<file path="src/rtl/pipe_pkg.sv">
//==============================================================================
// pipe_pkg : shared types for the generic pipeline stage register
// Rev 1.0
//==============================================================================
`default_nettype none

package pipe_pkg;

    typedef enum logic [1:0] {
        EMPTY = 2'd0,
        MAIN  = 2'd1,
        FULL  = 2'd2
    } pipe_state_e;

    typedef struct packed {
        logic [1:0] spare;
        logic [3:0] alu_ctrl;
        logic       mem_read;
        logic       mem_write;
        logic       reg_write;
        logic [1:0] wb_sel;
        logic [4:0] rd;
    } id_ex_ctrl_t;

    typedef struct packed {
        logic       mem_read;
        logic       mem_write;
        logic       reg_write;
        logic [1:0] wb_sel;
        logic [2:0] func3;
        logic [4:0] rd;
    } ex_mem_ctrl_t;

    localparam int ID_EX_CTRL_W  = $bits(id_ex_ctrl_t);
    localparam int EX_MEM_CTRL_W = $bits(ex_mem_ctrl_t);
    localparam int MEM_WB_CTRL_W = 8;

endpackage

`default_nettype wire

</file>
<file path="src/rtl/pipe_slot.sv">
//==============================================================================
// pipe_slot : one payload entry (data + control) with load and ctrl-clear
// Rev 1.0
//==============================================================================
`default_nettype none

module pipe_slot #(
    parameter int DATA_W = 128,
    parameter int CTRL_W = 16
) (
    input  logic              clk,
    input  logic              reset_n,
    input  logic              load,
    input  logic              clr_ctrl,
    input  logic [DATA_W-1:0] d_data,
    input  logic [CTRL_W-1:0] d_ctrl,
    output logic [DATA_W-1:0] q_data,
    output logic [CTRL_W-1:0] q_ctrl
);

    logic [DATA_W-1:0] data_d, data_q;
    logic [CTRL_W-1:0] ctrl_d, ctrl_q;

    // Clearing control wins over loading so a bubble can never carry live ctrl.
    always_comb begin
        data_d = data_q;
        ctrl_d = ctrl_q;
        if (load) begin
            data_d = d_data;
            ctrl_d = d_ctrl;
        end
        if (clr_ctrl) begin
            ctrl_d = '0;
        end
    end

    always_ff @(posedge clk or negedge reset_n) begin
        if (!reset_n) begin
            data_q <= '0;
            ctrl_q <= '0;
        end else begin
            data_q <= data_d;
            ctrl_q <= ctrl_d;
        end
    end

    assign q_data = data_q;
    assign q_ctrl = ctrl_q;

endmodule

`default_nettype wire

</file>
<file path="src/rtl/pipe_stage_reg.sv">
//==============================================================================
// pipe_stage_reg : generic valid/ready pipeline register with skid and flush
// Rev 1.0
//==============================================================================
`default_nettype none

module pipe_stage_reg
    import pipe_pkg::*;
#(
    parameter int DATA_W      = 128,
    parameter int CTRL_W      = 16,
    parameter int SKID        = 1,
    parameter int STALL_CNT_W = 16
) (
    input  logic                   clk,
    input  logic                   reset_n,
    input  logic                   flush,
    input  logic                   in_valid,
    output logic                   in_ready,
    input  logic [DATA_W-1:0]      in_data,
    input  logic [CTRL_W-1:0]      in_ctrl,
    output logic                   out_valid,
    input  logic                   out_ready,
    output logic [DATA_W-1:0]      out_data,
    output logic [CTRL_W-1:0]      out_ctrl,
    output logic [STALL_CNT_W-1:0] stall_cnt
);

    pipe_state_e            state_d, state_q;
    logic [STALL_CNT_W-1:0] stall_d, stall_q;
    logic                   in_xfer, out_xfer;
    logic                   main_load, main_clr, main_from_skid;
    logic                   skid_load, skid_clr;
    logic [DATA_W-1:0]      main_src_data, skid_data;
    logic [CTRL_W-1:0]      main_src_ctrl, skid_ctrl;

    assign out_valid = (state_q != EMPTY);
    assign in_xfer   = in_valid && in_ready && !flush;
    assign out_xfer  = out_valid && out_ready;

    always_comb begin
        state_d        = state_q;
        main_load      = 1'b0;
        main_clr       = 1'b0;
        main_from_skid = 1'b0;
        skid_load      = 1'b0;
        skid_clr       = 1'b0;
        if (flush) begin
            state_d  = EMPTY;
            main_clr = 1'b1;
            skid_clr = 1'b1;
        end else begin
            case (state_q)
                EMPTY: begin
                    if (in_xfer) begin
                        main_load = 1'b1;
                        state_d   = MAIN;
                    end
                end
                MAIN: begin
                    if (in_xfer && out_xfer) begin
                        main_load = 1'b1;
                    end else if (out_xfer) begin
                        main_clr = 1'b1;
                        state_d  = EMPTY;
                    end else if (in_xfer) begin
                        // Only reachable with a skid slot; without one in_ready is low here.
                        skid_load = 1'b1;
                        state_d   = FULL;
                    end
                end
                FULL: begin
                    if (out_xfer) begin
                        main_load      = 1'b1;
                        main_from_skid = 1'b1;
                        skid_clr       = 1'b1;
                        state_d        = MAIN;
                    end
                end
                default: begin
                    state_d  = EMPTY;
                    main_clr = 1'b1;
                    skid_clr = 1'b1;
                end
            endcase
        end
    end

    assign main_src_data = main_from_skid ? skid_data : in_data;
    assign main_src_ctrl = main_from_skid ? skid_ctrl : in_ctrl;

    always_comb begin
        stall_d = stall_q;
        if (out_valid && !out_ready && (stall_q != {STALL_CNT_W{1'b1}})) begin
            stall_d = stall_q + STALL_CNT_W'(1);
        end
    end

    always_ff @(posedge clk or negedge reset_n) begin
        if (!reset_n) begin
            state_q <= EMPTY;
            stall_q <= '0;
        end else begin
            state_q <= state_d;
            stall_q <= stall_d;
        end
    end

    assign stall_cnt = stall_q;

    pipe_slot #(
        .DATA_W (DATA_W),
        .CTRL_W (CTRL_W)
    ) u_main (
        .clk      (clk),
        .reset_n  (reset_n),
        .load     (main_load),
        .clr_ctrl (main_clr),
        .d_data   (main_src_data),
        .d_ctrl   (main_src_ctrl),
        .q_data   (out_data),
        .q_ctrl   (out_ctrl)
    );

    generate
        if (SKID != 0) begin : g_skid
            logic in_ready_d, in_ready_q;

            assign in_ready_d = (state_d != FULL);

            always_ff @(posedge clk or negedge reset_n) begin
                if (!reset_n) begin
                    in_ready_q <= 1'b1;
                end else begin
                    in_ready_q <= in_ready_d;
                end
            end

            assign in_ready = in_ready_q;

            pipe_slot #(
                .DATA_W (DATA_W),
                .CTRL_W (CTRL_W)
            ) u_skid (
                .clk      (clk),
                .reset_n  (reset_n),
                .load     (skid_load),
                .clr_ctrl (skid_clr),
                .d_data   (in_data),
                .d_ctrl   (in_ctrl),
                .q_data   (skid_data),
                .q_ctrl   (skid_ctrl)
            );
        end else begin : g_no_skid
            assign in_ready  = !out_valid || out_ready;
            assign skid_data = '0;
            assign skid_ctrl = '0;
        end
    endgenerate

endmodule

`default_nettype wire

</file>
<file path="config.mk">
export PLATFORM = sky130hd
export DESIGN_NAME = pipe_stage_reg
export DESIGN_NICKNAME = d
export VERILOG_FILES = /design/src/rtl/pipe_pkg.sv /design/src/rtl/pipe_slot.sv /design/src/rtl/pipe_stage_reg.sv
export SDC_FILE = /design/constraint.sdc
export NUM_CORES = 1
export LEC_CHECK = 0
export ABC_AREA = 1
export ABC_CLOCK_PERIOD_IN_PS = 1900
export CAP_MARGIN = 20
export CORE_ASPECT_RATIO = 1.2
export CORE_MARGIN = 4
export CORE_UTILIZATION = 35
export DETAILED_ROUTE_END_ITERATION = 16
export PLACE_DENSITY = 0.56
export SETUP_SLACK_MARGIN = 0.4
export SLEW_MARGIN = 10
export SYNTH_ARGS = -nofsm -noshare
export SYNTH_HDL_FRONTEND = slang
export SYNTH_SLANG_ARGS = --single-unit
export TNS_END_PERCENT = 20
</file>
<file path="constraint.sdc">
create_clock -name clk -period 1.9 [get_ports clk]
set_input_delay 0.285 -clock clk [delete_from_list [all_inputs] [get_ports clk]]
set_output_delay 0.285 -clock clk [all_outputs]
set_load 0.01 [all_outputs]
</file>
== After elaboration in Yosys (flattened, before gate mapping) ==
Index checks and enable logic that the tools add are counted.
W data, S select, Z words.

* $add $sub $neg: 1
* Eq/ne operators: 4
* Multiplexer cells: 29
* Reductions and logical operators: 14

{| class="wikitable"
|+ Operators by type and width
! operator !! number
|-
| $mux W128 || 1
|-
| $mux W16 || 5
|-
| $add A16 B1 Y16 const B || 1
|-
| $ne A16 B16 Y1 const B || 1
|-
| $mux W1 || 13
|-
| $mux W2 || 6
|-
| $logic_and A1 B1 Y1 || 6
|-
| $pmux W2 S3 || 1
|-
| $reduce_bool A2 Y1 || 3
|-
| $pmux W1 S2 || 2
|-
| $reduce_or A2 Y1 || 2
|-
| $pmux W1 S3 || 1
|-
| $eq A2 B1 Y1 const B || 1
|-
| $eq A2 B2 Y1 const B || 1
|-
| $logic_not A1 Y1 || 2
|-
| $logic_not A2 Y1 || 1
|-
| $ne A2 B2 Y1 const B || 1
|}

* Register bits after elaboration: 307
* Word-level logic and storage cells: 55

== Logic depth before layout (Yosys ltp) ==
Gate-level depths: netlist of the first run.

* Depth after elaboration: 9
* Mapped depth: 11
* Depth with buffers taken out: 8

== By module ==
Synthesis of the first run repeated with hierarchy kept, for this count alone.

* Cells, all modules: 1549
* Area total of the unflattened synthesis: 14318.7 um^2

{| class="wikitable"
|+ Modules (own cells, without submodules)
! module !! instances !! cells each !! area each (um^2)
|-
| pipe_slot || 2 || 610 || 5596.6
|-
| pipe_stage_reg || 1 || 329 || 3125.5
|}

== Least setup slack after synthesis of the first run ==
OpenSTA, ideal clock, no wires.

* Path type: register to register
* Start point: register g_skid.in_ready_q (netlist: in_ready)
* End point: register u_main.data_q[74] (netlist: u_main.q_data[74])
* Arrival: 1522 ps
* Path slack: 261 ps
* Cell stages (with the launch flop): 10
* Period minus slack after synthesis: 1639 ps
* Cells stage by stage: dfstp_2 > nand2_1 > nor2_2 > nand2_2 > nand3_4 > nand2_1 > buf_4 > buf_2 > nand2_1 > nand2_1

* Cells in the longest elaborated chain, start to end: 6
* Elaborated cells between the ends (all ways): 7
* Classes of those cells: mux: 4; reduce/logical: 3

{| class="wikitable"
|+ Ends and longest elaborated chain
! item !! line !! text
|-
| start, declared || pipe_stage_reg.sv:127 || <nowiki>logic in_ready_d, in_ready_q;</nowiki>
|-
| start signal, assigned || pipe_stage_reg.sv:135 || <nowiki>in_ready_q <= in_ready_d;</nowiki>
|-
| $logic_and A1 B1 Y1 (*) (2 in a row) || pipe_stage_reg.sv:38 || <nowiki>assign in_xfer = in_valid && in_ready && !flush;</nowiki>
|-
| $logic_and A1 B1 Y1 || pipe_stage_reg.sv:61 || <nowiki>if (in_xfer && out_xfer) begin</nowiki>
|-
| $mux W1 || pipe_stage_reg.sv:61 ||
|-
| $pmux W1 S3 (*) || pipe_stage_reg.sv:53 || <nowiki>case (state_q)</nowiki>
|-
| $mux W1 (*) || pipe_stage_reg.sv:48 || <nowiki>if (flush) begin</nowiki>
|-
| end signal, assigned || pipe_slot.sv:42 || <nowiki>data_q <= data_d;</nowiki>
|-
| end, declared || pipe_slot.sv:21 || <nowiki>logic [DATA_W-1:0] data_d, data_q;</nowiki>
|}

Mark *: on every way between the ends. The rest lies on a longest branch, timed or not.
A chain may end at the register's enable or synchronous reset.

== Worst setup path in the final report of the first run ==
* Start point: register g_skid.in_ready_q (netlist: in_ready)
* End point: register u_main.data_q[33] (netlist: u_main.q_data[33])

The elaborated chain is that of the path after synthesis.

==> impl_metrics.tcl, run 1 <==
set metrics [dict create \
    grt_overflow_total 0 \
    htree_levels 2 \
    hold_viol_final 0 \
    cts.reportedPaths.clkPinSlew_ns 0.06 \
    final_nets 2426 \
    fin_crit_ns 1.762 \
    grt_pass1_vias 12880 \
    cts_tree "yes" \
    clock_sinks 307 \
    worst_hold_slack_ns 0.3122 \
    die_area_um2 44920 \
    fin_ws_ns 0.1377 \
    dr.pass1.iters 7 \
    initial_core_util_pct 35.54 \
    tightest_slew_ns 0.5650 \
    slew_headroom_pct 62.33 \
    wl_mm 51.34 \
    power.static_leakage_uw 0.01108 \
    ant_nets 0 \
    via_per_inst 4.881 \
    rows 81 \
    yosys-top-cells-count "nand2_1 (771), dfrtp_1 (306), nand3_1 (301), inv_1 (172), o21ai_0 (73)" \
    powerDensity_nw_per_um2 917.0 \
    max_cap_viol_count 0 \
    numCtsBuffers 36 \
    multi_input_area_um2 6000 \
    syn_to_final_growth_pct 48.72 \
    grt_max_degree 79 \
    die_h_um 231.4 \
    boundaryPins 311 \
    die_x_um 194.1 \
    dp_slack_ns -0.07451 \
    ys.flop_type "dfrtp_1" \
    cts-root-buf "clkbuf_16" \
    clock_path_buffers 3 \
    p_total_uw 19850 \
    dr.first_iter.drc_count 972 \
    crit_fanout 12 \
    drive_gt1_share_pct 14.35 \
    vias 13850 \
    fill_cells 3783 \
    antenna_cells 0 \
    synth_cell_types 27 \
    min_path_type "input pin to async pin" \
    final.setup_skew_ns 0.009802 \
    synth_nets 2042 \
    yosys-top-cells-area "dfrtp_1 (53%), nand2_1 (20%), nand3_1 (10%)" \
    startpoint_type "flop" \
    hpwl_mm 29.20 \
    rsz0062_at_grt "true" \
    worstSetupPathType "flop to flop" \
    drc 0 \
    netlist_area_um2 14550 \
    yosysTopAreaCellShare_pct 52.62 \
    yosysTopAreaCell "dfrtp_1" \
    crit_required_ns 2.36 \
    core_area_um2 40940 \
    peakVddDrop_mv 0.6980 \
    syn_inst 1892 \
    wire_per_inst_um 18.09 \
    arrival_ns 2.22 \
    antenna_found_initial 0 \
    post-route-period-util_pct 92.75 \
    cp-end-kind "flop" \
    portBuffers 310 \
    synth_seq_cells 307 \
    place.gp.congestion 0.8019 \
    ys_seq_area_share_pct 52.80 \
    grt_use_total_pct 19.17 \
    synth.most_common_cell "nand2_1" \
    drv_slew 0 \
    syn_avg_cell_area_um2 7.691 \
    max_freq_mhz 567.4 \
    grt_pass1_wl_mm 71.32 \
    setup-violations-final 0 \
    yosys_warnings 0 \
    insertion_delay_ns 0.52 \
    status "finished, final reports clean" \
    seqCellArea_um2 7695 \
    synth_edf_count 0 \
    synthArstFlopShare_pct 100.0 \
]
-- flip-flops by register name, summed over array words and instances (netlist names) --
signal,cells
g_skid.u_skid.q_ctrl,16
g_skid.u_skid.q_data,128
in_ready,1
stall_cnt,16
state_q,2
u_main.q_ctrl,16
u_main.q_data,128
-- layer usage --
| layer | up-vias | wire length [um] | share of wire, % | GRT usage (%) |
|---|---|---|---|---|
| met4 | 0 | 1449 | 2.8 | 5.363 |
| met1 | 6541 | 22310 | 43 | 26.55 |
| met3 | 81 | 3270 | 6.4 | 4.085 |
| li1 | 6768 | - | - | - |
| met5 | - | 0 | 0 | 0 |
| met2 | 462 | 24310 | 47 | 30.69 |
-- per-stage QoR --
| step | TNS (ns) | instances | util (%) | instance area (um2) |
|---|---|---|---|---|
| floorplan | 0 | 1892 | - | 14670 |
| global placement | -3.333 | 2690 | 45.88 | 18790 |
| detailed placement | -4.944 | 2690 | 45.88 | 18790 |
| CTS | 0 | 2772 | 49.01 | 20070 |
| global route | 0 | 2838 | 52.85 | 21640 |
| finish | 0 | 2838 | 52.85 | 21640 |
-- layout make-up --
cell class | instances | share of cell area [%]
Sequential cell | 307 | 35.56
Multi-Input combinational cell | 1283 | 27.72
Timing Repair Buffer | 471 | 25.27
Clock buffer | 54 | 4.805
Inverter | 177 | 3.116
Tap cell | 539 | 3.116
Clock inverter | 7 | 0.4105
-- power breakdown --
part | switching [uW] | internal, uW
Combinational | 2140 | 2250
Sequential | 830 | 7850
Clock | 2730 | 4040
-- logic make-up after synthesis --
logic type                 count (synthesis)  synth area share [%]
AOI/OAI and AO/OA                        152                 5.451
xor gates and xnor gates                   7                0.4213
adders and majority gates                  1               0.08597
buffers and inverters                    305                 9.114
DFF                                      307                 52.80
and+or+nand+nor                         1120                 32.12
-- critical path, cell delays in order, from the launching register on --
cell	delay, ns
dfstp_2	0.54
nand2_2	0.06
nor2_4	0.16
nand3_2	0.12
nand3_4	0.13
buf_12	0.17
buf_8	0.15
buf_6	0.19
nand3_1	0.10
nand2_1	0.08
-- placed cells by master (no fill, tap or decap), types with 12 or more instances in the layout --
master and instances:
clkdlybuf4s50_1 214, nand4_1 20, buf_6 18, o21ai_1 67
buf_4 66, nand2_4 14, clkdlybuf4s15_1 78, dfrtp_1 297
o21ai_0 66, nand2_1 714, nand3_1 278, clkbuf_1 12
buf_12 41, inv_1 172, o22ai_1 16, nand3_2 20
nor2_1 18, nand2_2 44, clkbuf_16 59
-- final timing paths --
path                                          startpoint  depth (start not counted)  slack, ns                                   end
max in group asynchronous                        reset_n                          3       0.87  g_skid.u_skid.q_data[89]$_DFFE_PN0P_
setup reg to reg                      in_ready$_DFF_PN1_                          9       0.14         u_main.q_data[33]$_DFFE_PN0P_
min in group clk                             in_data[90]                          3       0.33  g_skid.u_skid.q_data[90]$_DFFE_PN0P_
hold / removal                                   reset_n                          2       0.31              stall_cnt[7]$_DFFE_PN0P_
setup / recovery                      in_ready$_DFF_PN1_                          9       0.14         u_main.q_data[33]$_DFFE_PN0P_
hold reg to reg            u_main.q_data[75]$_DFFE_PN0P_                          2       0.47         u_main.q_data[75]$_DFFE_PN0P_
-- what timing repair did --
item	4_1_cts	5_1_grt
gates resized for setup	207	145
hold endpoints to repair	50	0
hold buffers	1	0
gates cloned	0	42
endpoints found under the setup margin	450	391
setup buffers	20	24
pin swaps	1	20
Note: power is estimated with default switching activity, not from simulation.
==> run 2, diff against run 1 <==
- ABC_CLOCK_PERIOD_IN_PS: 1900 -> not set
- CORE_ASPECT_RATIO: 1.2 -> 0.8
==> run 2 against run 1 <==
Die area about the same. First-iteration DRC count fell by 16%. Clock-buffer cell count is 3 lower. Via count is 3.4% lower. Worst hold slack lost 0.052 ns. Routed wire length down 9.6%. Highest routed layer is now met5.
==> impl_metrics.tcl, run 2 (synthesized netlist as in run 1, its figures left out) <==
set metrics [dict create \
    status "finished, final reports clean" \
    hold_viol_final 0 \
    grt_pass1_vias 12890 \
    startpoint_type "flop" \
    core_area_um2 40880 \
    tightest_slew_ns 0.4120 \
    max_freq_mhz 589.2 \
    fin_crit_ns 1.697 \
    drv_slew 0 \
    dp_slack_ns -0.08008 \
    rows 66 \
    worstSetupPathType "flop to output pin" \
    cts_tree "yes" \
    grt_max_degree 70 \
    via_per_inst 4.779 \
    powerDensity_nw_per_um2 929.0 \
    rsz0062_at_grt "true" \
    max_cap_viol_count 0 \
    fin_setup_tns_ns 0 \
    clock_sinks 307 \
    fin_ws_ns 0.2027 \
    worst_hold_slack_ns 0.2603 \
    vias 13380 \
    path_cells "clkdlybuf4s50_1" \
    die_area_um2 44920 \
    max_stage_delay_ns 0.56 \
    power.static_leakage_uw 0.01112 \
    fin_util_pct 50.92 \
    post-route-period-util_pct 89.33 \
    drive_gt1_share_pct 10.02 \
    multi_input_area_um2 5642 \
    final_nets 2385 \
    peakVddDrop_mv 0.4608 \
    place.gp.congestion 0.7985 \
    cts-root-buf "clkbuf_16" \
    die_h_um 190.4 \
    crit_fanout 2 \
    antenna_found_initial 10 \
    arrival_ns 1.41 \
    seqCellArea_um2 7696 \
    grt_use_total_pct 19.74 \
    rrSetupSlack_ns 0.20 \
    die_x_um 236.0 \
    slew_headroom_pct 72.54 \
    portBuffers 310 \
    final.setup_skew_ns 0.01362 \
    path_delay_family "buffers and inverters" \
    min_path_type "input pin to async pin" \
    boundaryPins 311 \
    cp-end-kind "output pin" \
    syn_to_final_growth_pct 43.04 \
    final_common_cell "nand2_1" \
    final_cell_mix "nand2_1 (768), nand3_1 (299), dfrtp_1 (296), clkdlybuf4s50_1 (179), inv_1 (171)" \
    ant_nets 0 \
    insertion_delay_ns 0.52 \
    grt_pass1_wl_mm 72.30 \
    wl_mm 46.39 \
    clock_path_buffers 3 \
    drc 0 \
    crit_required_ns 1.62 \
    numCtsBuffers 35 \
    initial_core_util_pct 35.60 \
    hpwl_mm 29.82 \
    dr.first_iter.drc_count 820 \
    grt_overflow_total 0 \
    setup-violations-final 0 \
    slowest_stage "clkdlybuf4s50_1" \
    dr.pass1.iters 6 \
    crit_buf_inv 1 \
    htree_levels 2 \
    cts.reportedPaths.clkPinSlew_ns 0.06 \
    wire_per_inst_um 16.57 \
    fill_cells 3912 \
]
==> run 2: changes by cell type in the layout (fill, tap and decap cells not counted), moves of 7 or more <==
cell	change
nand3_2	-19
nand2_1	+54
nand2_2	-42
dlymetal6s2s_1	+29
o21ai_1	-7
nand2_4	-12
clkbuf_16	-15
buf_4	-15
o21ai_0	+7
clkdlybuf4s50_1	-35
buf_6	-8
nand3_1	+21
clkbuf_1	-9
==> run 2: repair_timing <==
item,4_1_cts,5_1_grt
cloned,6,9
pin swaps,3,3
resized for setup,235,51
endpoints found under the setup margin,462,410
setup buffers,28,3
endpoints found under the hold margin,31,0
hold buffers,1,0
==> run 2: worst paths after layout <==
kind                                                startpoint                                     to  cells past startpoint
worst min-delay path                                   reset_n   g_skid.u_skid.q_data[78]$_DFFE_PN0P_                      2
min in group clk                                  in_data[115]  g_skid.u_skid.q_data[115]$_DFFE_PN0P_                      3
worst max-delay path            u_main.q_data[123]$_DFFE_PN0P_                          out_data[123]                      1
worst min register to register  u_main.q_data[127]$_DFFE_PN0P_         u_main.q_data[127]$_DFFE_PN0P_                      2
max in group asynchronous                              reset_n   g_skid.u_skid.q_data[17]$_DFFE_PN0P_                      3
worst max register to register              in_ready$_DFF_PN1_          u_main.q_ctrl[15]$_DFFE_PN0P_                      9
==> run 2: final cells by class <==
class / count / area share, %
Sequential cell: 307 / 36.97
Multi-Input combinational cell: 1281 / 27.10
Timing Repair Buffer: 433 / 24.01
Clock buffer: 51 / 5.230
Tap cell: 544 / 3.270
Inverter: 177 / 3.246
Clock inverter: 6 / 0.1563
Antenna cell: 1 / 0.01202
==> run 2: per-layer routing <==
metal	routed length, um	global-route usage (%)	up-vias
li1	-	-	6672
met1	21640	27.87	6258
met2	20840	31.15	367
met4	841	4.200	16
met5	126	0	-
met3	2938	4.800	68
==> run 2: metrics by stage <==
stage / instance area [um2] / total power, uW / std cells
floorplan: 14670 / 10370 / 1892
global route: 20820 / 20470 / 2800
finish: 20820 / 19340 / 2800
CTS: 20480 / 19610 / 2787
global placement: 18880 / 12820 / 2695
detailed placement: 18880 / 12920 / 2695
==> run 2: where the power goes <==
part / leakage (uW) / internal [uW] / total, uW / switching (uW)
registers: 0.00394 / 7850 / 8620 / 770
logic: 0.00662 / 2050 / 4090 / 2040
clock network: 0.000558 / 3940 / 6620 / 2680
total: 0.0111 / 13900 / 19300 / 5490
